`src/rtl/timestamp_capture_pkg.sv`:
```
// rtl/timestamp_capture_pkg.sv - shared widths and constants for the timestamp capture block
package timestamp_capture_pkg;

  localparam int TS_WIDTH_DEFAULT = 32;
  localparam int DROP_CNT_W       = 8;
  localparam logic [DROP_CNT_W-1:0] DROP_CNT_MAX = '1;

  // Increment that sticks at DROP_CNT_MAX instead of wrapping to zero.
  function automatic logic [DROP_CNT_W-1:0] sat_inc(input logic [DROP_CNT_W-1:0] v);
    return (v == DROP_CNT_MAX) ? v : v + DROP_CNT_W'(1);
  endfunction

endpackage

```
`src/rtl/timestamp_capture_ts_fifo.sv`:
```
// rtl/timestamp_capture_ts_fifo.sv - power-of-two FIFO holding captured timestamps
module ts_fifo #(
  parameter int DEPTH = 4,
  parameter int WIDTH = 32,
  localparam int AW = (DEPTH > 1) ? $clog2(DEPTH) : 1,
  localparam int LW = $clog2(DEPTH) + 1
) (
  input  logic             clk,
  input  logic             rst_n,
  input  logic             push,
  input  logic [WIDTH-1:0] push_data,
  input  logic             pop,
  output logic [WIDTH-1:0] pop_data,
  output logic             full,
  output logic             empty,
  output logic [LW-1:0]    level
);

  logic [WIDTH-1:0] mem [DEPTH];
  logic [AW-1:0]    wr_ptr;
  logic [AW-1:0]    rd_ptr;
  logic             wr_en;
  logic             rd_en;

  assign full  = (level == LW'(DEPTH));
  assign empty = (level == '0);

  // A push into a full FIFO is legal only when the head leaves in the same cycle.
  assign rd_en = pop && !empty;
  assign wr_en = push && (!full || rd_en);

  always_ff @(posedge clk) begin
    if (!rst_n) begin
      wr_ptr <= '0;
      rd_ptr <= '0;
      level  <= '0;
      for (int i = 0; i < DEPTH; i++) begin
        mem[i] <= '0;
      end
    end else begin
      if (wr_en) begin
        mem[wr_ptr] <= push_data;
        wr_ptr      <= wr_ptr + AW'(1);
      end
      if (rd_en) begin
        rd_ptr <= rd_ptr + AW'(1);
      end
      if (wr_en && !rd_en) begin
        level <= level + LW'(1);
      end else if (rd_en && !wr_en) begin
        level <= level - LW'(1);
      end
    end
  end

  assign pop_data = mem[rd_ptr];

endmodule

```
`src/rtl/timestamp_capture.sv`:
```
// rtl/timestamp_capture.sv - captures count_i on events into a FIFO with drop counting
// Define TIMESTAMP_CAPTURE_DELTA_EN to store deltas from the previous accepted capture.
module timestamp_capture
  import timestamp_capture_pkg::*;
#(
  parameter int DEPTH = 4,
  parameter int WIDTH = TS_WIDTH_DEFAULT,
  localparam int LW = $clog2(DEPTH) + 1
) (
  input  logic                  clk,
  input  logic                  rst_n,
  input  logic [WIDTH-1:0]      count_i,
  input  logic                  event_i,
  output logic                  ts_valid_o,
  input  logic                  ts_ready_i,
  output logic [WIDTH-1:0]      ts_data_o,
  output logic [LW-1:0]         level_o,
  output logic [DROP_CNT_W-1:0] drop_cnt_o,
  input  logic                  clr_drop_i
);

  logic             fifo_full;
  logic             fifo_empty;
  logic             pop;
  logic             accept;
  logic             drop;
  logic [WIDTH-1:0] capture_value;

  assign ts_valid_o = !fifo_empty;
  assign pop        = ts_valid_o && ts_ready_i;
  assign accept     = event_i && (!fifo_full || pop);
  assign drop       = event_i && fifo_full && !pop;

`ifdef TIMESTAMP_CAPTURE_DELTA_EN
  logic [WIDTH-1:0] ref_q;

  // Only accepted captures move the reference, so the stored deltas sum to the absolute count.
  always_ff @(posedge clk) begin
    if (!rst_n) begin
      ref_q <= '0;
    end else if (accept) begin
      ref_q <= count_i;
    end
  end

  assign capture_value = count_i - ref_q;
`else
  assign capture_value = count_i;
`endif

  // Clear has priority over a drop in the same cycle.
  always_ff @(posedge clk) begin
    if (!rst_n) begin
      drop_cnt_o <= '0;
    end else if (clr_drop_i) begin
      drop_cnt_o <= '0;
    end else if (drop) begin
      drop_cnt_o <= sat_inc(drop_cnt_o);
    end
  end

  ts_fifo #(
    .DEPTH (DEPTH),
    .WIDTH (WIDTH)
  ) u_fifo (
    .clk       (clk),
    .rst_n     (rst_n),
    .push      (accept),
    .push_data (capture_value),
    .pop       (pop),
    .pop_data  (ts_data_o),
    .full      (fifo_full),
    .empty     (fifo_empty),
    .level     (level_o)
  );

endmodule

```
`config.mk`:
```
export PLATFORM = sky130hd
export DESIGN_NAME = timestamp_capture
export DESIGN_NICKNAME = d
export VERILOG_FILES = /design/src/rtl/timestamp_capture_pkg.sv /design/src/rtl/timestamp_capture_ts_fifo.sv /design/src/rtl/timestamp_capture.sv
export SDC_FILE = /design/constraint.sdc
export NUM_CORES = 1
export LEC_CHECK = 0
export ABC_CLOCK_PERIOD_IN_PS = 6900
export CAP_MARGIN = 5
export CORE_MARGIN = 2
export CORE_UTILIZATION = 50
export CTS_CLUSTER_DIAMETER = 40
export DETAILED_ROUTE_END_ITERATION = 6
export MAX_ROUTING_LAYER = met4
export PLACE_DENSITY = 0.79
export SYNTH_ARGS = -nofsm -noshare
export SYNTH_HDL_FRONTEND = slang
export SYNTH_HIERARCHICAL = 1
export SYNTH_SLANG_ARGS = --single-unit
```
`constraint.sdc`:
```
create_clock -name clk -period 6.9 [get_ports clk]
set_input_delay 2.07 -clock clk [delete_from_list [all_inputs] [get_ports clk]]
set_output_delay 2.07 -clock clk [all_outputs]
set_load 0.01 [all_outputs]
```
---- Yosys cells after proc, flatten, opt, wreduce, memory -nomap -nowiden ----
Memory sizes are Yosys's and may differ from the RTL's. A register that Yosys moved wholly into a read port is not among the register bits.
Cells that the tools add are included.
storage, ports and cells
  register bits ........................... 15
  bits in writable memories ............... 128
  word-level logic and storage cells ...... 45
  memories kept ........................... 1
memories
  name        depth  width  read ports  clocked after memory_dff  write ports  line                             text
  u_fifo.mem  4      32     1           1                         4            timestamp_capture_ts_fifo.sv:19  logic [WIDTH-1:0] mem [DEPTH];
operators by class
  add/subtract/negate cells ............... 5
  eq/ne operators ......................... 2
  multiplexer cells ....................... 11
  bitwise gates (word level) .............. 2
  reductions and logical operators ........ 20
operator list
  cell                                                                 number
  32-bit two-way mux                                                   1
  32-bit OR reduction                                                  1
  8-bit by 1-bit adder with 8-bit output (second input constant)       1
  8-bit equality test (second input constant)                          1
  1-bit logical AND                                                    8
  2-bit two-way mux                                                    3
  3-bit two-way mux                                                    2
  1-bit zero test                                                      5
  1-bit two-way mux                                                    5
  2-bit by 1-bit adder with 2-bit output (second input constant)       2
  3-bit by 1-bit adder with 3-bit output (second input constant)       1
  3-bit equality test (second input constant)                          1
  3-bit zero test                                                      1
  3-bit by 1-bit subtractor with 3-bit output (second input constant)  1
  1-bit logical OR                                                     2
  1-bit NOT                                                            2
  2-bit AND reduction                                                  1
  2-bit nonzero test                                                   1
  2-bit OR reduction                                                   1

---- Longest topological paths before layout ----
Gate-level depths: netlist of run 1.
  depth in word-level cells ............... 11
  depth in mapped cells ................... 12
  gate-level depth less buffers ........... 12

---- By module ----
Netlist of run 1, hierarchy kept.
by module, submodules not included
  module             instances  cells an instance  area each (µm²)
  ts_fifo            1          358                6,004.5
  timestamp_capture  1          53                 452.9

---- Least setup slack after synthesis of run 1 ----
Ideal clock, no wire load.
  path type ............................... in2reg
  start ................................... input ts_ready_i
  end ..................................... memory u_fifo.mem[2][0] (enable)
  arrival time ............................ 5.034 ns
  required time ........................... 6.434 ns
  setup slack ............................. 1.401 ns
  cell stages on the path ................. 4
  buffers on the path ..................... 0
  cells stage by stage .................... nand2b_2 > a21boi_0 > nand2_1 > o21ai_0
RTL lines
  element          line                             text
  start, declared  timestamp_capture.sv:15          input logic ts_ready_i,
  end, declared    timestamp_capture_ts_fifo.sv:19

==> flow_summary.ini, run 1 <==
[yosys]
synth-seq-cells = 145
ys_dominant_reg_cell = sky130_fd_sc_hd__edfxtp_1
synth.area.top_cells = sky130_fd_sc_hd__edfxtp_1 60%, sky130_fd_sc_hd__and2_1 13%, sky130_fd_sc_hd__mux4_2 11%
synth_enable_flop_cells = 128
postSynthAreaPerCell_um2 = 15.7
netlist_area_um2 = 6460
synth_warnings = 6
ys_seq_area_share_pct = 64.8
synth.top_cell.area_share_pct = 59.5
syn-num-nets = 451
synthDistinctLibCells = 42
synth_top_area_cell = sky130_fd_sc_hd__edfxtp_1
async_flop_share_pct = 0
post_synth_inst_count = 411

[pwr]
power.total_w = 0.00268
internal_power_w = 0.00200
total_switching_power_w = 0.000677
worst_ir_drop_vdd_mv = 0.204
power_leakage_nw = 2.86
p_sw_share_pct = 25.2
seq_power_share_pct = 43.6
clockPowerShare_pct = 33.8
combinationalPowerShare_pct = 22.6
power_density_nw_per_um2 = 334

[route]
vias_per_cell = 5.35
route.final.wire_length_um = 12600
detailed_route_wire_length_per_cell_um = 18.7
antenna_violating_nets_post_route = 0
drcViolationCount = 0
route.vias.total = 3625
drt-initial-drc-count = 266
first_pass_iters = 4

[global_route]
grt_max_degree = 34
groute.usage.overall_pct = 19.8
grt_first_pass_wirelength_um = 20300
grt_antenna_before_repair = 0
total_global_routing_overflow = 0
grt_pass1_vias = 3864

[floorplan]
die_width_um = 118
ioPinCount = 81
fp.dieArea_um2 = 13800
initial_core_util_pct = 51.2
rows = 41
die_y_um = 118
design.core.area_um2 = 12600

[layout]
fillers = 913
fin_area_um2 = 8020
final_net_count = 532
antenna-diode-count = 0
area_delta_synth_final_pct = 24.2
layout_cell_share_with_drive_strength_beyond_1_pct = 16.8
layout.core_utilization_pct = 63.5
area_used_by_multi_input_combinational_logic_um2 = 2170
seqCellArea_um2 = 4190

[critical_path]
path_buf_inv = 2
regToRegEndpoint = u_fifo/mem[1][3]
cp.required_ns = 4.83
critical_path.cell_chain = buf_4, mux4_2, clkdlybuf4s50_1
cp_top_family = buffers and inverters
slowest_delay_ns = 0.70
category_of_the_worst_setup_path_launch_point = flip-flop
worstReg2RegStart = u_fifo/level[0]
crit_path_end_kind = output port
regToRegSetupSlack_ns = 3.77
critical_path_peak_fanout = 17
worstRegToRegCells = 5
highest_delay_cell_along_the_critical_path = sky130_fd_sc_hd__dfxtp_2
critPathKind = flip-flop to output port
critical_path_arrival_ns = 2.64

[clocking]
cts.repair.resized = 0
cts.root.buffer_cell = sky130_fd_sc_hd__clkbuf_16
clk_path_buf_depth = 2
clk-insertion-delay-late_ns = 0.41
htreeDepth = 4
tritoncts_num_sinks = 145
cts_hold_buf = 0
postCtsSetupBuffers = 0
clkSlewWorstSetupHoldPaths_ns = 0.06
cts_tree = built
cts_inserted_buffers = 17

[flow_run]
number_of_max_capacitance_violations_reported = 0

[timing]
final_critical_path_share_of_the_clock_period_pct = 68.2
slew_headroom_pct = 19.4
highest_achievable_clock_rate_mhz = 212
tightest_slew_ns = 1.21
finalMaxSlewViolations = 0
setup_repair_after_global_routing_missed_its_margin = no
setup_clock_skew_after_layout_ns = 0.00928
finalSetupViolCount = 0
timing.final.crit_period_ns = 4.71
setup-tns-final_ns = 0
number_of_hold_violations_in_the_final_report = 0

[min_path]
hold_path_class = flip-flop to flip-flop
hold_depth = 2
hold_path_end = u_fifo/wr_ptr[0]
worstHoldStart = u_fifo/wr_ptr[0]

[run_status]
status = completed

[placement]
place_congestion = 0.774
port_buffer_count = 80
place_area_um2 = 7420
detailed_place_hpwl_um = 7510
==> power by group through the flow <==
stage                     clock network [W]  registers (W)  logic (W)
after detailed placement                  0        0.00119   0.000612
after floorplan                           0        0.00115   0.000376
after global placement                    0        0.00118   0.000607
after global routing               0.000959        0.00118   0.000647
after CTS                          0.000921        0.00117   0.000616
final                              0.000906        0.00117   0.000606
==> how the worst max path moves through the flow <==
stage / to / slack (ns) / cells after the start
floorplan: u_fifo/mem[2][0] / 1.40 / 4
global placement: u_fifo/mem[1][18] / 2.02 / 5
detailed placement: u_fifo/mem[1][18] / 1.99 / 5
CTS: ts_data_o[13] / 2.08 / 3
global route: ts_data_o[31] / 1.99 / 3
finish: ts_data_o[0] / 2.19 / 3
==> layout make-up <==
| type | count | share of cell area (%) |
|---|---|---|
| sequential | 145 | 52.2 |
| multi-input combinational | 239 | 27.1 |
| timing repair buffer | 83 | 10.3 |
| clock buffer | 18 | 5.35 |
| tap | 172 | 2.68 |
| clock inverter | 14 | 2.08 |
| inverter | 6 | 0.281 |
==> flip-flops by register name, summed over array words and instances, names as in the netlist, named ones only <==
| register | flops |
|---|---|
| u_fifo/mem | 128 |
| u_fifo/wr_ptr | 2 |
| u_fifo/level | 3 |
| u_fifo/rd_ptr | 2 |
| drop_cnt_o | 8 |
==> per-stage QoR <==
stage | hold WS, ns | worst slack, ns | instances
2_1_floorplan | 0.468 | 1.40 | 411
3_3_place_gp | 0.485 | 2.02 | 645
3_5_place_dp | 0.515 | 1.99 | 645
4_1_cts | 0.527 | 2.08 | 677
5_1_grt | 0.554 | 1.99 | 677
6_report | 0.530 | 2.19 | 677
==> placed cells by master, fill, tap and decap left out, drive strengths merged, types with 2 or more instances in the layout <==
cell type,instances
a21boi,2
a21o,2
a21oi,5
and2,133
and3,5
and4,2
buf,3
bufinv,3
clkbuf,18
clkdlybuf4s50,80
clkinv,7
clkinvlp,4
dfxtp,17
edfxtp,128
ha,2
inv,6
mux2i,2
mux4,32
nand2,4
nand2b,5
nand3,7
nor2,2
nor2b,2
nor3,4
nor4b,4
o21ai,7
o31ai,3
or3,2
or4,2
xnor2,3
==> cells in the mapped netlist, types with 2 or more instances <==
| cell type | count |
|---|---|
| sky130_fd_sc_hd__nor4b_4 | 3 |
| sky130_fd_sc_hd__o31ai_1 | 3 |
| sky130_fd_sc_hd__mux4_2 | 32 |
| sky130_fd_sc_hd__a21o_1 | 2 |
| sky130_fd_sc_hd__inv_1 | 6 |
| sky130_fd_sc_hd__and2_4 | 3 |
| sky130_fd_sc_hd__nor2_1 | 2 |
| sky130_fd_sc_hd__o21ai_0 | 7 |
| sky130_fd_sc_hd__edfxtp_1 | 128 |
| sky130_fd_sc_hd__nor3_1 | 4 |
| sky130_fd_sc_hd__nand2b_1 | 4 |
| sky130_fd_sc_hd__nand2_1 | 4 |
| sky130_fd_sc_hd__or3_1 | 2 |
| sky130_fd_sc_hd__a21oi_1 | 5 |
| sky130_fd_sc_hd__a21boi_0 | 2 |
| sky130_fd_sc_hd__ha_1 | 2 |
| sky130_fd_sc_hd__or4_1 | 2 |
| sky130_fd_sc_hd__and3_1 | 2 |
| sky130_fd_sc_hd__nand3_1 | 7 |
| sky130_fd_sc_hd__xnor2_1 | 3 |
| sky130_fd_sc_hd__and2_1 | 130 |
| sky130_fd_sc_hd__buf_6 | 4 |
| sky130_fd_sc_hd__nor2b_1 | 2 |
| sky130_fd_sc_hd__clkbuf_1 | 13 |
| sky130_fd_sc_hd__dfxtp_1 | 17 |
| sky130_fd_sc_hd__and3_4 | 3 |
| sky130_fd_sc_hd__buf_2 | 3 |
| sky130_fd_sc_hd__mux2i_1 | 2 |
==> metal layers <==
layer  part of all wire [%]  track usage, %  vias up  wire length, um
met1                     41            23.6     1799             5120
met4                   0.82            5.80        0              104
li1                       -               -     1695                -
met3                    5.8            4.84        8              738
met5                      0               -        -                0
met2                     53            33.6      123             6670
==> worst register-to-register path, stage by stage, from the launching register on <==
cell                       delay, ns
sky130_fd_sc_hd__dfxtp_1        0.57
sky130_fd_sc_hd__nor3_1         0.12
sky130_fd_sc_hd__nand2b_2       0.21
sky130_fd_sc_hd__a21boi_0       0.50
sky130_fd_sc_hd__nand3_1        0.35
sky130_fd_sc_hd__o21ai_4        0.98
==> cells by family after synthesis <==
family / count (synthesis) / synth area share (%)
AO/OA/AOI/OAI: 21 / 2.00
XOR/XNOR: 4 / 0.543
adder cells (fa/ha/maj): 3 / 0.697
buffers and inverters: 27 / 2.09
flip-flops: 145 / 64.8
multiplexers: 34 / 11.5
AND/OR/NAND/NOR: 177 / 18.4
Note: power is estimated with default switching activity, not from simulation.
==> run 2: changes to the inputs <==
--- a/config.mk
+++ b/config.mk
@@ -5,7 +5,7 @@
 export SDC_FILE = /design/constraint.sdc
 export NUM_CORES = 1
 export LEC_CHECK = 0
-export ABC_CLOCK_PERIOD_IN_PS = 6900
+export ABC_CLOCK_PERIOD_IN_PS = 4590
 export CAP_MARGIN = 5
 export CORE_MARGIN = 2
 export CORE_UTILIZATION = 50
==> constraint.sdc (replaced) <==
create_clock -name clk -period 4.59 [get_ports clk]
set_input_delay 1.377 -clock clk [delete_from_list [all_inputs] [get_ports clk]]
set_output_delay 1.377 -clock clk [all_outputs]
set_load 0.01 [all_outputs]
==> run 2 against run 1 <==
Net effect:
- sequential share of layout area down 0.28 points
- clock power is 39% higher
- clock skew grew 0.0047 ns
- die area unchanged
- worst hold slack got worse by 0.011 ns
- critical endpoint is now ts_data_o[14]
- critical path type unchanged
- final cell count is 1.0% higher
- utilization grew 0.35 points
- largest cell class unchanged
- global-route usage grew 0.26 points
==> flow_summary.ini, run 2 (same netlist as run 1, synthesis figures left out) <==
[run_status]
status = completed

[floorplan]
design.core.area_um2 = 12600
fp.dieArea_um2 = 13800
ioPinCount = 81
die_width_um = 118
die_y_um = 118
rows = 41
initial_core_util_pct = 51.2

[pwr]
total_switching_power_w = 0.000983
p_sw_share_pct = 24.9
internal_power_w = 0.00297
clockPowerShare_pct = 31.9
power_leakage_nw = 2.89
power_density_nw_per_um2 = 490
seq_power_share_pct = 44.2
combinationalPowerShare_pct = 23.8
worst_ir_drop_vdd_mv = 0.247

[layout]
antenna-diode-count = 0
top_registers = u_fifo/mem: 128 flops, drop_cnt_o: 8 flops, u_fifo/level: 3 flops
largest_register_ff_count = 128
layout.cells.most_common = sky130_fd_sc_hd__and2_1
area_delta_synth_final_pct = 24.8
fillers = 949
layout.cells.most_common_list = 130 x sky130_fd_sc_hd__and2_1, 128 x sky130_fd_sc_hd__edfxtp_1, 80 x sky130_fd_sc_hd__clkdlybuf4s50_1
layout_cell_share_with_drive_strength_beyond_1_pct = 16.8
fin_area_um2 = 8060
final_net_count = 541
stdcell_count = 684
largest-register = u_fifo/mem

[timing]
finalSetupViolCount = 0
finalMaxSlewViolations = 0
setup_clock_skew_after_layout_ns = 0.0140
final_critical_path_share_of_the_clock_period_pct = 83.0
setup_repair_after_global_routing_missed_its_margin = no
number_of_hold_violations_in_the_final_report = 0
slew_headroom_pct = 22.3
tightest_slew_ns = 1.17
timing.final.crit_period_ns = 3.81
highest_achievable_clock_rate_mhz = 262

[critical_path]
critical_path_arrival_ns = 2.43
path_buf_inv = 2
critical_path_peak_fanout = 19
category_of_the_worst_setup_path_launch_point = flip-flop
crit_path_end_kind = output port
regToRegSetupSlack_ns = 1.67
highest_delay_cell_along_the_critical_path = sky130_fd_sc_hd__dfxtp_2
critical_path.cell_chain = buf_12, mux4_2, clkdlybuf4s50_1
critPathKind = flip-flop to output port
slowest_delay_ns = 0.68
cp_top_family = buffers and inverters
cp.required_ns = 3.21

[route]
route.final.wire_length_um = 12600
route.vias.total = 3613
vias_per_cell = 5.28
antenna_violating_nets_post_route = 0
drt-initial-drc-count = 297
first_pass_iters = 5
drcViolationCount = 0
detailed_route_wire_length_per_cell_um = 18.4

[global_route]
grt_pass1_vias = 3867
grt_first_pass_wirelength_um = 20100
groute.usage.overall_pct = 20.1
grt_antenna_before_repair = 0
grt_max_degree = 33
total_global_routing_overflow = 0

[placement]
placed_cells_incl_taps = 654
detailed_place_hpwl_um = 7610
place_congestion = 0.839
port_buffer_count = 80
place_area_um2 = 7530

[clocking]
cts.repair.resized = 0
cts_tree = built
cts_inserted_buffers = 17
clkSlewWorstSetupHoldPaths_ns = 0.05
postCtsSetupBuffers = 0
clk_path_buf_depth = 2
cts.root.buffer_cell = sky130_fd_sc_hd__clkbuf_16
htreeDepth = 4
clk-insertion-delay-late_ns = 0.43
tritoncts_num_sinks = 145
cts_hold_buf = 0

[flow_run]
number_of_max_capacitance_violations_reported = 0

[min_path]
hold_path_class = flip-flop to flip-flop
[run 2: changes by cell type in the layout (fill, tap and decap cells not counted)]
cell	before	now
sky130_fd_sc_hd__buf_12	0	3
sky130_fd_sc_hd__buf_4	3	9
sky130_fd_sc_hd__bufinv_16	3	2
sky130_fd_sc_hd__clkbuf_1	1	5
sky130_fd_sc_hd__clkinv_1	0	2
sky130_fd_sc_hd__clkinv_2	4	3
sky130_fd_sc_hd__clkinv_4	3	0
sky130_fd_sc_hd__clkinvlp_4	4	1
[run 2: worst paths after layout]
path                                        from               end  depth (start not counted)
worst min-delay path            u_fifo/wr_ptr[0]  u_fifo/wr_ptr[0]                          2
worst max register to register   u_fifo/level[0]   u_fifo/level[2]                         12
worst max-delay path                   flip-flop     ts_data_o[14]                          3
worst min register to register  u_fifo/wr_ptr[0]  u_fifo/wr_ptr[0]                          2
[run 2: metrics by stage]
step	TNS (ns)	worst slack, ns	total power, W	hold slack [ns]	utilization (%)
after global routing	0	0.629	0.00412	0.557	63.9
after floorplan	-12.84	-0.201	0.00229	0.468	-
after detailed placement	0	0.697	0.00273	0.505	59.6
after CTS	0	0.697	0.00400	0.520	63.9
after global placement	0	0.789	0.00271	0.493	59.6
final	0	0.780	0.00395	0.519	63.9
[run 2: power groups by stage]
stage / sequential [W] / combinational, W / clock (W)
global route: 0.00177 / 0.00101 / 0.00133
global placement: 0.00176 / 0.000943 / 0
detailed placement: 0.00178 / 0.000956 / 0
CTS: 0.00175 / 0.000964 / 0.00128
finish: 0.00175 / 0.000941 / 0.00126
floorplan: 0.00172 / 0.000565 / 0
[run 2: area by class of cell]
type                            count  area (um2)  share of cell area [%]
Inverter                            6        22.5                   0.279
Clock inverter                      8        90.1                    1.12
Timing Repair Buffer               92         928                    11.5
Clock buffer                       22         444                    5.51
Sequential cell                   145        4190                    51.9
Tap cell                          172         215                    2.67
Multi-Input combinational cell    239        2170                    27.0
[run 2: tightest hold or removal path, cell delays in order, from the launching register on]
cell	delay, ns
sky130_fd_sc_hd__dfxtp_1	0.34
sky130_fd_sc_hd__nand2_1	0.07
sky130_fd_sc_hd__mux2i_1	0.06
[run 2: metal layers]
layer / track usage (%) / up-vias / part of all wire (%)
li1: - / 1715 / -
met4: 7.15 / 0 / 0.75
met5: - / - / 0
met3: 5.67 / 6 / 5.1
met1: 23.1 / 1781 / 40
met2: 33.8 / 111 / 54
==> run 3: changes to the inputs <==
--- a/config.mk
+++ b/config.mk
@@ -5,14 +5,14 @@
 export SDC_FILE = /design/constraint.sdc
 export NUM_CORES = 1
 export LEC_CHECK = 0
-export ABC_CLOCK_PERIOD_IN_PS = 4590
+export ABC_CLOCK_PERIOD_IN_PS = 3100
 export CAP_MARGIN = 5
 export CORE_MARGIN = 2
 export CORE_UTILIZATION = 50
 export CTS_CLUSTER_DIAMETER = 40
 export DETAILED_ROUTE_END_ITERATION = 6
 export MAX_ROUTING_LAYER = met4
-export PLACE_DENSITY = 0.79
+export PLACE_DENSITY = 0.82
 export SYNTH_ARGS = -nofsm -noshare
 export SYNTH_HDL_FRONTEND = slang
 export SYNTH_HIERARCHICAL = 1
==> constraint.sdc (replaced) <==
create_clock -name clk -period 3.1 [get_ports clk]
set_input_delay 0.93 -clock clk [delete_from_list [all_inputs] [get_ports clk]]
set_output_delay 0.93 -clock clk [all_outputs]
set_load 0.01 [all_outputs]
==> run 3 against run 2 <==
Net effect:
- total power up 58%
- largest power group unchanged
- highest routed layer unchanged
- global-route usage is 1.1 points higher
- die area is the same
- utilization rose by 2.1 points
==> flow_summary.ini, run 3 (same netlist as run 1, synthesis figures left out) <==
[critical_path]
cp.required_ns = 2.17
cp_top_family = buffers and inverters
path_buf_inv = 2
critical_path_peak_fanout = 16
category_of_the_worst_setup_path_launch_point = flip-flop
critPathKind = flip-flop to output port
crit_path_end_kind = output port
critical_path_arrival_ns = 2.07
highest_delay_cell_along_the_critical_path = sky130_fd_sc_hd__mux4_2
critical_path.cell_chain = buf_8, mux4_2, clkdlybuf4s50_1
slowest_delay_ns = 0.57

[pwr]
p_sw_share_pct = 24.3
total_switching_power_w = 0.00151
power_leakage_nw = 3.02
worst_ir_drop_vdd_mv = 0.433
seq_power_share_pct = 40.9
power_density_nw_per_um2 = 747
combinationalPowerShare_pct = 24.8
clockPowerShare_pct = 34.3
internal_power_w = 0.00471

[route]
vias_per_cell = 5.34
drt-initial-drc-count = 268
drcViolationCount = 0
first_pass_iters = 6
route.vias.total = 3715
detailed_route_wire_length_per_cell_um = 19.1
route.final.wire_length_um = 13300
antenna_violating_nets_post_route = 0

[layout]
largest_register_ff_count = 128
largest-register = u_fifo/mem
area_delta_synth_final_pct = 28.9
final_net_count = 552
layout.cells.most_common = sky130_fd_sc_hd__and2_1
top_registers = u_fifo/mem: 128 flops, drop_cnt_o: 8 flops, u_fifo/level: 3 flops
layout_cell_share_with_drive_strength_beyond_1_pct = 19.3
layout.cells.most_common_list = 130 x sky130_fd_sc_hd__and2_1, 128 x sky130_fd_sc_hd__edfxtp_1, 80 x sky130_fd_sc_hd__clkdlybuf4s50_1
fin_area_um2 = 8330
layout.core_utilization_pct = 66.0

[timing]
setup-tns-final_ns = 0
highest_achievable_clock_rate_mhz = 334
final_critical_path_share_of_the_clock_period_pct = 96.7
finalMaxSlewViolations = 0
timing.final.crit_period_ns = 3.00
finalSetupViolCount = 0
setup_clock_skew_after_layout_ns = 0.00798
slew_headroom_pct = 71.3
tightest_slew_ns = 0.430
setup_repair_after_global_routing_missed_its_margin = no
number_of_hold_violations_in_the_final_report = 0

[placement]
detailed_place_hpwl_um = 8310
place_congestion = 0.765
place_area_um2 = 7700
port_buffer_count = 80

[floorplan]
rows = 41
die_width_um = 118
design.core.area_um2 = 12600
die_y_um = 118
ioPinCount = 81
initial_core_util_pct = 51.2
fp.dieArea_um2 = 13800

[clocking]
htreeDepth = 4
tritoncts_num_sinks = 145
clk-insertion-delay-late_ns = 0.41
postCtsSetupBuffers = 0
cts_hold_buf = 0
clk_path_buf_depth = 2
cts_tree = built
cts.root.buffer_cell = sky130_fd_sc_hd__clkbuf_16
cts_inserted_buffers = 17
clkSlewWorstSetupHoldPaths_ns = 0.05
cts.repair.resized = 1

[global_route]
total_global_routing_overflow = 0
grt_antenna_before_repair = 1
gr-usage-met1_pct = 24.4
globalRouteMet3Util_pct = 4.89
global_route.peak_usage_layer = met2
groute.usage.overall_pct = 21.1
grt_max_degree = 33
grt_pass1_vias = 3986
met2_usage_pct = 36.1
grt_first_pass_wirelength_um = 21300

[flow_run]
number_of_max_capacitance_violations_reported = 0

[run_status]
status = completed

[min_path]
hold_path_class = flip-flop to flip-flop
## run 3: changes by cell type in the layout (fill, tap and decap cells not counted)
cell / delta
sky130_fd_sc_hd__clkinv_1: +1
sky130_fd_sc_hd__clkinv_4: +2
sky130_fd_sc_hd__clkbuf_1: -5
sky130_fd_sc_hd__buf_8: +1
sky130_fd_sc_hd__buf_12: +7
sky130_fd_sc_hd__diode_2: +1
sky130_fd_sc_hd__clkinvlp_4: -1
sky130_fd_sc_hd__buf_4: +3
sky130_fd_sc_hd__bufinv_16: +3
## run 3: layer usage
layer / share of wire, % / up-vias
met4: 1.9 / 0
met1: 39 / 1845
met2: 54 / 123
met5: 0 / -
met3: 5.3 / 16
li1: - / 1731
## run 3: tightest hold or removal path: stages, from the launching register on
cell                      delay, ns
sky130_fd_sc_hd__dfxtp_1       0.34
sky130_fd_sc_hd__nand2_1       0.07
sky130_fd_sc_hd__mux2i_1       0.06
## run 3: final timing paths
| kind | startpoint | to | slack (ns) | cells after the start |
|---|---|---|---|---|
| max reg2reg | u_fifo/level[0] | u_fifo/level[2] | 0.34 | 12 |
| min | u_fifo/wr_ptr[0] | u_fifo/wr_ptr[0] | 0.52 | 2 |
| min reg2reg | u_fifo/wr_ptr[0] | u_fifo/wr_ptr[0] | 0.52 | 2 |
| max | flip-flop | ts_data_o[31] | 0.10 | 3 |
## run 3: power groups by stage
stage	registers (W)	logic [W]	clock network [W]
CTS	0.00255	0.00157	0.00216
floorplan	0.00255	0.000839	0
global route	0.00257	0.00166	0.00224
detailed placement	0.00258	0.00155	0
finish	0.00254	0.00155	0.00213
global placement	0.00256	0.00153	0
## run 3: cell type report
type | count | area, um2
Clock inverter | 13 | 194
Multi-Input combinational cell | 239 | 2170
Sequential cell | 145 | 4190
Inverter | 6 | 22.5
Antenna cell | 1 | 2.50
Tap cell | 172 | 215
Clock buffer | 17 | 425
Timing Repair Buffer | 103 | 1110
Fill cell | 882 | 4290
## run 3: stage by stage
stage          setup WS (ns)  total power [W]  hold WS [ns]  cells
6_report               0.102          0.00622         0.520    696
5_1_grt               0.0348          0.00647         0.546    696
4_1_cts               0.0398          0.00627         0.513    695
3_5_place_dp          -0.190          0.00413         0.506    665
3_3_place_gp         -0.0274          0.00408         0.478    665
2_1_floorplan         -0.395          0.00338         0.468    411
